$ cat src/rtl/serial_mag_cmp_ctrl_pkg.sv
// ---------------------------------------------------------------------------
// serial_mag_cmp_ctrl_pkg
//
// Shared types for the bit-serial magnitude comparator:
//   state_t      controller states IDLE / SCAN / DONE
//   cmp_res_t    3-bit packed result {gt, eq, lt}
//   RES_*        named result constants (one-hot, plus all-zero RES_NONE)
//
// Optional feature macro used by the controller: SERIAL_CMP_EARLY_EXIT_EN
// ---------------------------------------------------------------------------
package serial_mag_cmp_ctrl_pkg;

  typedef enum logic [1:0] {
    IDLE = 2'd0,
    SCAN = 2'd1,
    DONE = 2'd2
  } state_t;

  typedef struct packed {
    logic gt;
    logic eq;
    logic lt;
  } cmp_res_t;

  localparam cmp_res_t RES_GT   = 3'b100;
  localparam cmp_res_t RES_EQ   = 3'b010;
  localparam cmp_res_t RES_LT   = 3'b001;
  localparam cmp_res_t RES_NONE = 3'b000;

endpackage : serial_mag_cmp_ctrl_pkg

$ cat src/rtl/serial_mag_cmp_ctrl_bit_cmp_cell.sv
// ---------------------------------------------------------------------------
// bit_cmp_cell
//
// Purely combinational 1-bit magnitude comparator cell. Exactly one of the
// three outputs is high for any input pair.
//
// Ports:
//   a, b    input   operand bits
//   gt      output  a > b  (a=1, b=0)
//   eq      output  a == b
//   lt      output  a < b  (a=0, b=1)
// ---------------------------------------------------------------------------
module bit_cmp_cell (
  input  logic a,
  input  logic b,
  output logic gt,
  output logic eq,
  output logic lt
);

  assign gt = a & ~b;
  assign lt = ~a & b;
  assign eq = ~(a ^ b);

endmodule : bit_cmp_cell

$ cat src/rtl/serial_mag_cmp_ctrl.sv
// ---------------------------------------------------------------------------
// serial_mag_cmp_ctrl
//
// Unsigned WIDTH-bit magnitude comparator built from a single 1-bit cell that
// is stepped over both operands MSB first, one bit per clock. The first bit
// position where the operands differ decides the result; later bits are
// ignored. Results are registered and held until the next completion.
//
// Parameters:
//   WIDTH   operand width in bits (2..64), default 8
//
// Ports:
//   clk     input   rising-edge clock
//   rst_n   input   asynchronous active-low reset (aborts any comparison)
//   start   input   request, only sampled while idle
//   a_in    input   operand A, captured on the accepted start
//   b_in    input   operand B, captured on the accepted start
//   busy    output  high while scanning and during the done cycle
//   done    output  one-cycle pulse in the cycle the results update
//   a_gt_b  output  registered result A > B
//   a_eq_b  output  registered result A == B
//   a_lt_b  output  registered result A < B
//
// Build option:
//   SERIAL_CMP_EARLY_EXIT_EN  when defined, scanning stops right after the
//                             first differing bit instead of always walking
//                             all WIDTH bits. Results are identical.
// ---------------------------------------------------------------------------
module serial_mag_cmp_ctrl
  import serial_mag_cmp_ctrl_pkg::*;
#(
  parameter int WIDTH = 8
) (
  input  logic             clk,
  input  logic             rst_n,
  input  logic             start,
  input  logic [WIDTH-1:0] a_in,
  input  logic [WIDTH-1:0] b_in,
  output logic             busy,
  output logic             done,
  output logic             a_gt_b,
  output logic             a_eq_b,
  output logic             a_lt_b
);

  localparam int CNT_W = $clog2(WIDTH);
  localparam logic [CNT_W-1:0] CNT_LOAD = CNT_W'(WIDTH - 1);

  state_t           state;
  state_t           next_state;

  logic [WIDTH-1:0] a_sh;
  logic [WIDTH-1:0] b_sh;
  logic [CNT_W-1:0] cnt;
  logic             decided;
  cmp_res_t         dec_res;
  cmp_res_t         res_q;

  logic             cell_gt;
  logic             cell_eq;
  logic             cell_lt;
  logic             scan_last;
  logic             scan_exit;
  cmp_res_t         final_res;

  // The single comparator cell always looks at the current MSBs of the
  // shift registers; shifting left walks it down the operands.
  bit_cmp_cell u_cell (
    .a  (a_sh[WIDTH-1]),
    .b  (b_sh[WIDTH-1]),
    .gt (cell_gt),
    .eq (cell_eq),
    .lt (cell_lt)
  );

  assign scan_last = (cnt == '0);

  // Decide when the scan stops. With early exit, the first differing bit
  // already settles the answer, so there is nothing left to look at.
`ifdef SERIAL_CMP_EARLY_EXIT_EN
  assign scan_exit = scan_last || (!decided && !cell_eq);
`else
  assign scan_exit = scan_last;
`endif

  // Result as it stands after the bit currently under the cell. An earlier
  // decision always wins; otherwise the current bit may decide; if no bit
  // has differed by now the operands are equal.
  always_comb begin
    final_res = RES_EQ;
    if (decided) begin
      final_res = dec_res;
    end else if (cell_gt) begin
      final_res = RES_GT;
    end else if (cell_lt) begin
      final_res = RES_LT;
    end
  end

  // State register.
  always_ff @(posedge clk or negedge rst_n) begin
    if (!rst_n) begin
      state <= IDLE;
    end else begin
      state <= next_state;
    end
  end

  // Next-state logic. start is only looked at in IDLE, so a request that
  // arrives while busy is simply dropped.
  always_comb begin
    next_state = state;
    case (state)
      IDLE: if (start) next_state = SCAN;
      SCAN: if (scan_exit) next_state = DONE;
      DONE: next_state = IDLE;
      default: next_state = IDLE;
    endcase
  end

  // Output logic. done marks the single cycle in which the freshly loaded
  // results first appear.
  always_comb begin
    busy   = (state != IDLE);
    done   = (state == DONE);
    a_gt_b = res_q.gt;
    a_eq_b = res_q.eq;
    a_lt_b = res_q.lt;
  end

  // Datapath: operand shift registers, bit counter, decision latch and the
  // result register. The result register is written on the edge that leaves
  // SCAN so the new value is already visible during the DONE cycle, together
  // with the done pulse.
  always_ff @(posedge clk or negedge rst_n) begin
    if (!rst_n) begin
      a_sh    <= '0;
      b_sh    <= '0;
      cnt     <= '0;
      decided <= 1'b0;
      dec_res <= RES_NONE;
      res_q   <= RES_NONE;
    end else begin
      case (state)
        IDLE: begin
          if (start) begin
            a_sh    <= a_in;
            b_sh    <= b_in;
            cnt     <= CNT_LOAD;
            decided <= 1'b0;
            dec_res <= RES_NONE;
          end
        end
        SCAN: begin
          if (!decided && !cell_eq) begin
            decided <= 1'b1;
            dec_res <= cell_gt ? RES_GT : RES_LT;
          end
          a_sh <= a_sh << 1;
          b_sh <= b_sh << 1;
          // The counter stops at zero; the state change handles the exit.
          if (!scan_last) begin
            cnt <= cnt - CNT_W'(1);
          end
          if (scan_exit) begin
            res_q <= final_res;
          end
        end
        default: begin
        end
      endcase
    end
  end

endmodule : serial_mag_cmp_ctrl

$ cat config.mk
export PLATFORM = sky130hd
export DESIGN_NAME = serial_mag_cmp_ctrl
export DESIGN_NICKNAME = d
export VERILOG_FILES = /design/src/rtl/serial_mag_cmp_ctrl_pkg.sv /design/src/rtl/serial_mag_cmp_ctrl_bit_cmp_cell.sv /design/src/rtl/serial_mag_cmp_ctrl.sv
export SDC_FILE = /design/constraint.sdc
export NUM_CORES = 1
export LEC_CHECK = 0
export ABC_AREA = 1
export BUFFER_PORTS_ARGS = -buffer_cell sky130_fd_sc_hd__buf_2
export CAP_MARGIN = 0
export CORE_MARGIN = 1
export CORE_UTILIZATION = 45
export DETAILED_ROUTE_END_ITERATION = 8
export PLACE_DENSITY = 0.68
export SETUP_SLACK_MARGIN = 0.4
export SYNTH_ARGS = -nofsm -noshare
export SYNTH_HDL_FRONTEND = slang
export SYNTH_SLANG_ARGS = --single-unit
$ cat constraint.sdc
create_clock -name clk -period 2.9 [get_ports clk]
set_input_delay 0.58 -clock clk [delete_from_list [all_inputs] [get_ports clk]]
set_output_delay 0.58 -clock clk [all_outputs]
set_load 0.01 [all_outputs]
==> flow_summary.json, run 1 <==
{
  "io-pin-count": 24,
  "dr_total_vias": 1200,
  "finalCriticalPeriod_ns": 1.67,
  "post_drt_wl_per_cell_um": 10.2,
  "dp_hpwl_um": 1910,
  "crit_path_max_incr_delay_ns": 0.46,
  "yosys.area.top_type_share": 0.477,
  "cts_root_buffer": "clkbuf_4",
  "cts_buffer_depth": 2,
  "drc": 0,
  "syn_inst": 192,
  "instances_no_fill": 256,
  "die_w_um": 58.1,
  "coreArea_mm2": 0.00288,
  "layout-drive-gt1-share": 0.150,
  "io_buffer_count": 23,
  "rsz0062_at_grt": "no",
  "grt_max_degree": 28,
  "dr.pass1.iters": 4,
  "path_cells": "inv_2 > nand2_1 > buf_2",
  "ir_worst_vdd_mv": 0.392,
  "comb_power_share": 0.490,
  "critPathTopFamily": "flip-flops",
  "intPower_uw": 887,
  "clock_sinks": 27,
  "cts-htree-levels": 1,
  "yosys_warnings": 0,
  "status": "complete, no violations",
  "grt_pass1_wl_um": 4660,
  "crit_arrival_ns": 1.09,
  "rows": 19,
  "ctsResizeCount": 0,
  "maxSlewHeadroom": 0.610,
  "ant_nets": 0,
  "final_nets": 238,
  "crit_fanout": 5,
  "swShare": 0.449,
  "tightest_slew_ns": 0.585,
  "wl_um": 2610,
  "cp.required_ns": 2.32,
  "die_y_um": 58.1,
  "synth.avg_cell_area_um2": 7.38,
  "seqPwrFrac": 0.411,
  "hold_slack_ns": 0.236,
  "end_kind": "primary output",
  "post-route-period-util": 0.576,
  "ys_seq_area_frac": 0.477,
  "track_usage": 0.176,
  "syn_area_mm2": 0.00142,
  "powerDensity_mw_per_mm2": 1020,
  "area_delta_synth_final_pct": 11.3,
  "clockPowerShare": 0.099,
  "num-fill-cells": 293,
  "finalHoldViolCount": 0,
  "cp-start-kind": "flip-flop",
  "diodes": 0,
  "drt_iter0_drc": 46,
  "gp_congestion": 0.750,
  "die_area_mm2": 0.00338,
  "synth_fp_nets": 215,
  "hp-class": "input port to async pin",
  "tns_ns": 0,
  "p_switching_uw": 724,
  "dp.cells": 252,
  "grt.overflow.total": 0,
  "synth.distinct_cells": 13,
  "antenna_found_initial": 0,
  "crit_type": "flip-flop to primary output",
  "synth.area.top_cells": "dfrtp_1, nand2_1, nand3_1, inv_1, ha_1",
  "p_leak_uw": 0.000945,
  "ys_ff_latch": 27,
  "clkTransAtPathRegs_ns": 0.14,
  "postCtsSetupBuffers": 0,
  "fin_skew_ns": 0.00347,
  "cp_slowest_cell": "dfrtp_1",
  "fmax_ghz": 0.599,
  "numCtsBuffers": 3,
  "setup_viol": 0,
  "initial_core_util": 0.492,
  "first_global_vias": 1069,
  "viasPerCell": 4.69,
  "postCtsHoldBufs": 0,
  "critPathBufInv": 2,
  "clk_latency_ns": 0.32,
  "cts_tree": "done",
  "synth_top_cell_by_area": "dfrtp_1",
  "finalMaxSlewViolations": 0,
  "maxCapViolCount": 0
}
-- kinds of logic (layout without fill, tap and decap cells) --
| group | after synthesis | count (layout) | share of synthesized area |
|---|---|---|---|
| DFF | 27 | 27 | 0.477 |
| adders and majority gates | 4 | 4 | 0.0353 |
| and+or+nand+nor | 121 | 121 | 0.366 |
| buffers and inverters | 37 | 59 | 0.111 |
| AOI/OAI and AO/OA | 3 | 3 | 0.0106 |
-- metal layers --
layer,wire length (um),GRT usage
met1,1290,0.246
met2,1230,0.274
met3,83,0.0536
met4,13,0.0306
met5,0,0
-- through the flow --
stage	total power, uW	worst slack (ns)	util	instance area, um2
global placement	1440	1.25	0.539	1550
CTS	1630	1.22	0.548	1580
detailed placement	1470	1.23	0.539	1550
finish	1610	1.23	0.548	1580
global route	1790	1.16	0.548	1580
floorplan	1300	1.69	-	1420
-- power groups by stage --
| stage | registers (uW) | clock network, uW | logic (uW) |
|---|---|---|---|
| after floorplan | 653 | 0 | 652 |
| after global placement | 664 | 0 | 774 |
| after detailed placement | 669 | 0 | 799 |
| after CTS | 660 | 168 | 801 |
| after global routing | 684 | 187 | 921 |
| final | 662 | 160 | 789 |
-- cells in the mapped netlist --
cell type / instances
nor2_4: 1
nor2_1: 5
dfrtp_1: 27
buf_4: 2
buf_2: 3
nand2_1: 72
inv_2: 2
buf_6: 1
o21ai_0: 3
nand2_2: 2
nand3_1: 41
inv_1: 29
ha_1: 4
-- final cells by class --
| type | count | area, um2 | share of cell area |
|---|---|---|---|
| Sequential cell | 27 | 676 | 0.429 |
| Multi-Input combinational cell | 128 | 583 | 0.370 |
| Timing Repair Buffer | 24 | 123 | 0.0778 |
| Inverter | 31 | 116 | 0.0738 |
| Tap cell | 42 | 52.6 | 0.0333 |
| Clock buffer | 4 | 26.3 | 0.0167 |
-- worst paths after layout --
check | start | to | slack (ns) | cells after the start
setup / recovery | state[1] | busy | 1.23 | 3
hold / removal | rst_n | state[1] | 0.24 | 1
setup reg to reg | state[1] | cnt[2] | 1.28 | 6
hold reg to reg | cnt[1] | cnt[1] | 0.49 | 2
max in group asynchronous | rst_n | b_sh[5] | 2.28 | 1
min in group clk | a_in[0] | a_sh[0] | 0.46 | 3
-- sequential cells by signal, indices dropped and copies added (netlist names) --
signal and count:
b_sh 8, decided 1, dec_res 2, a_gt_b 1
a_lt_b 1, state 2, cnt 3, a_eq_b 1
a_sh 8
-- cell usage in the layout, fill, tap and decap left out --
master    count
nand3_1      41
inv_1        29
buf_2        23
nand2_1      72
o21ai_0       3
clkbuf_4      3
buf_4         1
nand2_2       2
nor2_1        5
inv_2         2
nor2_4        1
ha_1          4
clkbuf_1      1
dfrtp_1      27
Note: power is estimated with default switching activity, not from simulation.
==> inputs of run 2 (changes only) <==
Settings changed: PLACE_DENSITY 0.68 to 0.71.
Clock period 2.9 ns to 1.4 ns, I/O delays scaled along.
==> flow_summary.json, run 2 (synthesis gave the netlist of run 1 again) <==
{
  "status": "complete, no violations",
  "wl_um": 4390,
  "crit_type": "flip-flop to primary output",
  "path_cells": "inv_4 > nand2_1 > buf_2",
  "io-pin-count": 24,
  "clock_sinks": 27,
  "rsz0062_at_grt": "yes",
  "crit_path_max_incr_delay_ns": 0.48,
  "ant_nets": 0,
  "first_global_vias": 1526,
  "tightest_slew_ns": 0.383,
  "diodes": 0,
  "viasPerCell": 5.30,
  "final_cell_mix": "nand2_1, dfrtp_1, inv_1, nand3_2, buf_2",
  "final_common_cell": "nand2_1",
  "hp-class": "input port to flip-flop",
  "drc": 0,
  "cp-start-kind": "flip-flop",
  "layout-drive-gt1-share": 0.461,
  "finalMaxSlewViolations": 0,
  "cts_buffer_depth": 2,
  "post_drt_wl_per_cell_um": 15.3,
  "track_usage": 0.255,
  "io_buffer_count": 23,
  "numCtsBuffers": 3,
  "cts_tree": "done",
  "grt_pass1_wl_um": 6640,
  "end_kind": "primary output",
  "finalCriticalPeriod_ns": 1.37,
  "cts_root_buffer": "clkbuf_4",
  "maxSlewHeadroom": 0.745,
  "cts-htree-levels": 1,
  "p_leak_uw": 0.00122,
  "clkTransAtPathRegs_ns": 0.16,
  "rows": 19,
  "dr.pass1.iters": 4,
  "fin_skew_ns": 0.00892,
  "final_nets": 269,
  "crit_arrival_ns": 1.09,
  "initial_core_util": 0.492,
  "drt_iter0_drc": 102,
  "powerDensity_mw_per_mm2": 2400,
  "finalHoldViolCount": 0,
  "crit_fanout": 4,
  "dr_total_vias": 1521,
  "cp_slowest_cell": "dfrtp_2",
  "critPathTopFamily": "flip-flops",
  "cp.required_ns": 1.12,
  "num-fill-cells": 180,
  "postLayoutCoreUtil": 0.780,
  "top_regs": "a_sh x8, b_sh x8, cnt x3",
  "dp_hpwl_um": 2050,
  "area_delta_synth_final_pct": 58.5,
  "setup_viol": 0,
  "coreArea_mm2": 0.00288,
  "critPathBufInv": 2,
  "maxCapViolCount": 0,
  "fmax_ghz": 0.732,
  "die_w_um": 58.1,
  "grt_max_degree": 28,
  "antenna_found_initial": 0,
  "die_y_um": 58.1,
  "gp_congestion": 0.844,
  "die_area_mm2": 0.00338,
  "post-route-period-util": 0.975,
  "p_total_uw": 5390,
  "ir_worst_vdd_mv": 1.07,
  "clk_latency_ns": 0.33,
  "grt.overflow.total": 0
}
run 2: cell count changes in the layout (fill, tap and decap cells not counted), moves of 7 or more:
cell     delta
buf_6       +9
buf_4      +12
nand3_1    -22
nand3_2    +22
inv_1       -7
nand2_1    -12
run 2: timing repair:
| action | in CTS | in global routing |
|---|---|---|
| pin swaps | 22 | 12 |
| setup endpoints to repair | 32 | 34 |
| hold buffers | 1 | 0 |
| buffers inserted | 17 | 4 |
| cloned | 4 | 2 |
| endpoints found under the hold margin | 27 | 0 |
| gates resized for setup | 51 | 24 |
run 2: routing by layer:
layer / up-vias / global-route usage / wire length [um]
li1: 699 / - / -
met1: 749 / 0.305 / 1780
met2: 63 / 0.447 / 2320
met3: 10 / 0.0379 / 210
met4: 0 / 0.126 / 76
met5: - / 0 / 0
run 2: worst min-delay path, cell delays in order:
cell and delay (ns):
buf_2 0.08, nand2_1 0.04, nand2_1 0.05
run 2: final timing paths:
| kind | cells past startpoint | slack (ns) | end | startpoint |
|---|---|---|---|---|
| setup reg to reg | 6 | 0.05 | b_sh[1] | state[1] |
| hold reg to reg | 2 | 0.53 | cnt[1] | cnt[1] |
| hold / removal | 3 | 0.14 | a_sh[0] | a_in[0] |
| max in group asynchronous | 2 | 0.70 | state[0] | rst_n |
| setup / recovery | 3 | 0.03 | busy | state[1] |
| min in group asynchronous | 2 | 0.40 | cnt[2] | rst_n |
run 2: metrics by stage:
stage	setup slack, ns	hold slack [ns]	TNS [ns]	area, um2	cells
2_1_floorplan	0.278	-0.0156	0	1480	192
3_3_place_gp	0.127	0.323	0	1620	255
3_5_place_dp	0.123	0.329	0	1620	255
4_1_cts	0.0351	0.135	0	2090	281
5_1_grt	-0.0128	0.142	-0.0128	2240	287
6_report	0.0345	0.135	0	2240	287
run 2: area by class of cell:
cell class	count	area, um2	area share
Multi-Input combinational cell	129	862	0.384
Clock buffer	4	26.3	0.0117
Sequential cell	27	678	0.302
Timing Repair Buffer	54	504	0.225
Inverter	31	121	0.0541
Tap cell	42	52.6	0.0234
run 2: where the power goes:
part	switching (uW)	internal, uW
combinational	1880	1690
sequential	312	1150
clock	247	112
==> inputs of run 3 (changes only) <==
Settings changed: SETUP_SLACK_MARGIN 0.4 to not set.
==> flow_summary.json, run 3 (synthesis gave the netlist of run 1 again) <==
{
  "rsz0062_at_grt": "yes",
  "dp_hpwl_um": 1920,
  "coreArea_mm2": 0.00288,
  "first_global_vias": 1038,
  "drc": 0,
  "crit_path_max_incr_delay_ns": 0.45,
  "post_drt_wl_per_cell_um": 10.5,
  "area_delta_synth_final_pct": 15.1,
  "p_leak_uw": 0.000973,
  "grt_max_degree": 28,
  "grt-busiest-layer": "met2",
  "setup_viol": 0,
  "multi_input_area_um2": 588,
  "maxCapViolCount": 0,
  "dr.pass1.iters": 4,
  "maxSlewHeadroom": 0.594,
  "path_cells": "inv_2 > nand2_1 > buf_2",
  "clkTransAtPathRegs_ns": 0.14,
  "instances_no_fill": 262,
  "tightest_slew_ns": 0.609,
  "finalHoldViolCount": 0,
  "p_total_uw": 3480,
  "crit_arrival_ns": 1.08,
  "hp-class": "input port to flip-flop",
  "final.setup.worst_slack_ns": 0.0420,
  "dr_total_vias": 1201,
  "track_usage": 0.182,
  "post-route-period-util": 0.970,
  "dpl_worst_slack_ns": 0.131,
  "cts_root_buffer": "clkbuf_4",
  "layout-drive-gt1-share": 0.182,
  "final_nets": 244,
  "fin_skew_ns": 0.00179,
  "grt_pass1_wl_um": 4720,
  "num-fill-cells": 283,
  "cp-start-kind": "flip-flop",
  "viasPerCell": 4.58,
  "grt_use_met3": 0.0491,
  "final_common_cell": "nand2_1",
  "initial_core_util": 0.492,
  "grt.overflow.total": 0,
  "final_cell_mix": "nand2_1, nand3_1, inv_1",
  "dp.cells": 255,
  "rows": 19,
  "die_area_mm2": 0.00338,
  "ir_worst_vdd_mv": 0.904,
  "io_buffer_count": 23,
  "seq_area_um2": 677,
  "die_y_um": 58.1,
  "wl_um": 2750,
  "drt_iter0_drc": 58,
  "crit_fanout": 5,
  "end_kind": "primary output",
  "cts_tree": "done",
  "finalCriticalPeriod_ns": 1.36,
  "grt_util_met2": 0.284,
  "crit_type": "flip-flop to primary output",
  "fmax_ghz": 0.736,
  "antenna_found_initial": 0,
  "critPathTopFamily": "flip-flops",
  "cp.required_ns": 1.12,
  "numCtsBuffers": 3,
  "die_w_um": 58.1,
  "r2r_slack_ns": 0.12,
  "clock_sinks": 27,
  "finalMaxSlewViolations": 0,
  "diodes": 0,
  "status": "complete, no violations",
  "io-pin-count": 24,
  "critPathBufInv": 2,
  "cp_slowest_cell": "dfrtp_1",
  "ant_nets": 0,
  "cts_buffer_depth": 2,
  "top_regs": "a_sh x8, b_sh x8, cnt x3",
  "cts-htree-levels": 1,
  "grt_use_met1": 0.259,
  "gp_congestion": 0.794,
  "clk_latency_ns": 0.33,
  "powerDensity_mw_per_mm2": 2140
}
## run 3: cell count changes in the layout (fill, tap and decap cells not counted), sizes merged
cell    change
clkbuf      -2
buf        -22
nand2       -1
## run 3: path summary, 6_finish.rpt
check	start	end	cells past startpoint
max in group asynchronous	rst_n	state[0]	2
min reg2reg	cnt[1]	cnt[1]	2
min	a_in[0]	a_sh[0]	3
max reg2reg	b_sh[7]	dec_res[2]	6
min in group asynchronous	rst_n	a_gt_b	2
max	state[1]	busy	3
## run 3: final cells by class
class | instances | area share
Clock buffer | 4 | 0.0161
Multi-Input combinational cell | 128 | 0.361
Sequential cell | 27 | 0.415
Timing Repair Buffer | 30 | 0.104
Tap cell | 42 | 0.0322
Inverter | 31 | 0.0714
## run 3: per-stage QoR
step | cell area [um2] | setup TNS [ns] | hold WS [ns] | utilization
floorplan | 1420 | 0 | -0.0156 | -
global placement | 1570 | 0 | 0.322 | 0.547
detailed placement | 1570 | 0 | 0.327 | 0.547
CTS | 1610 | 0 | 0.140 | 0.559
global route | 1630 | -0.0604 | 0.165 | 0.567
finish | 1630 | 0 | 0.148 | 0.567
## run 3: where the power goes
group	switching [uW]	internal, uW
combinational	1090	670
sequential	235	1150
clock	227	112
## run 3: layer usage
metal | share of wire | routed length [um] | up-vias
met1 | 0.52 | 1430 | 522
met2 | 0.44 | 1210 | 29
met5 | 0 | 0 | -
met4 | 0.0051 | 14 | 0
li1 | - | - | 646
met3 | 0.038 | 105 | 4
## run 3: worst reg2reg max path, delay by kind of cell, from the launching register on
kind	cells	cell delay (ns)
simple gates	4	0.40
flops	1	0.41
fa+ha+maj	1	0.33
buf+inv	1	0.07
## run 3: what timing repair did
action	CTS	global route
gates resized for setup	0	3
buffers inserted	0	2
hold buffers	1	0
hold endpoints to repair	27	0
setup endpoints to repair	0	6
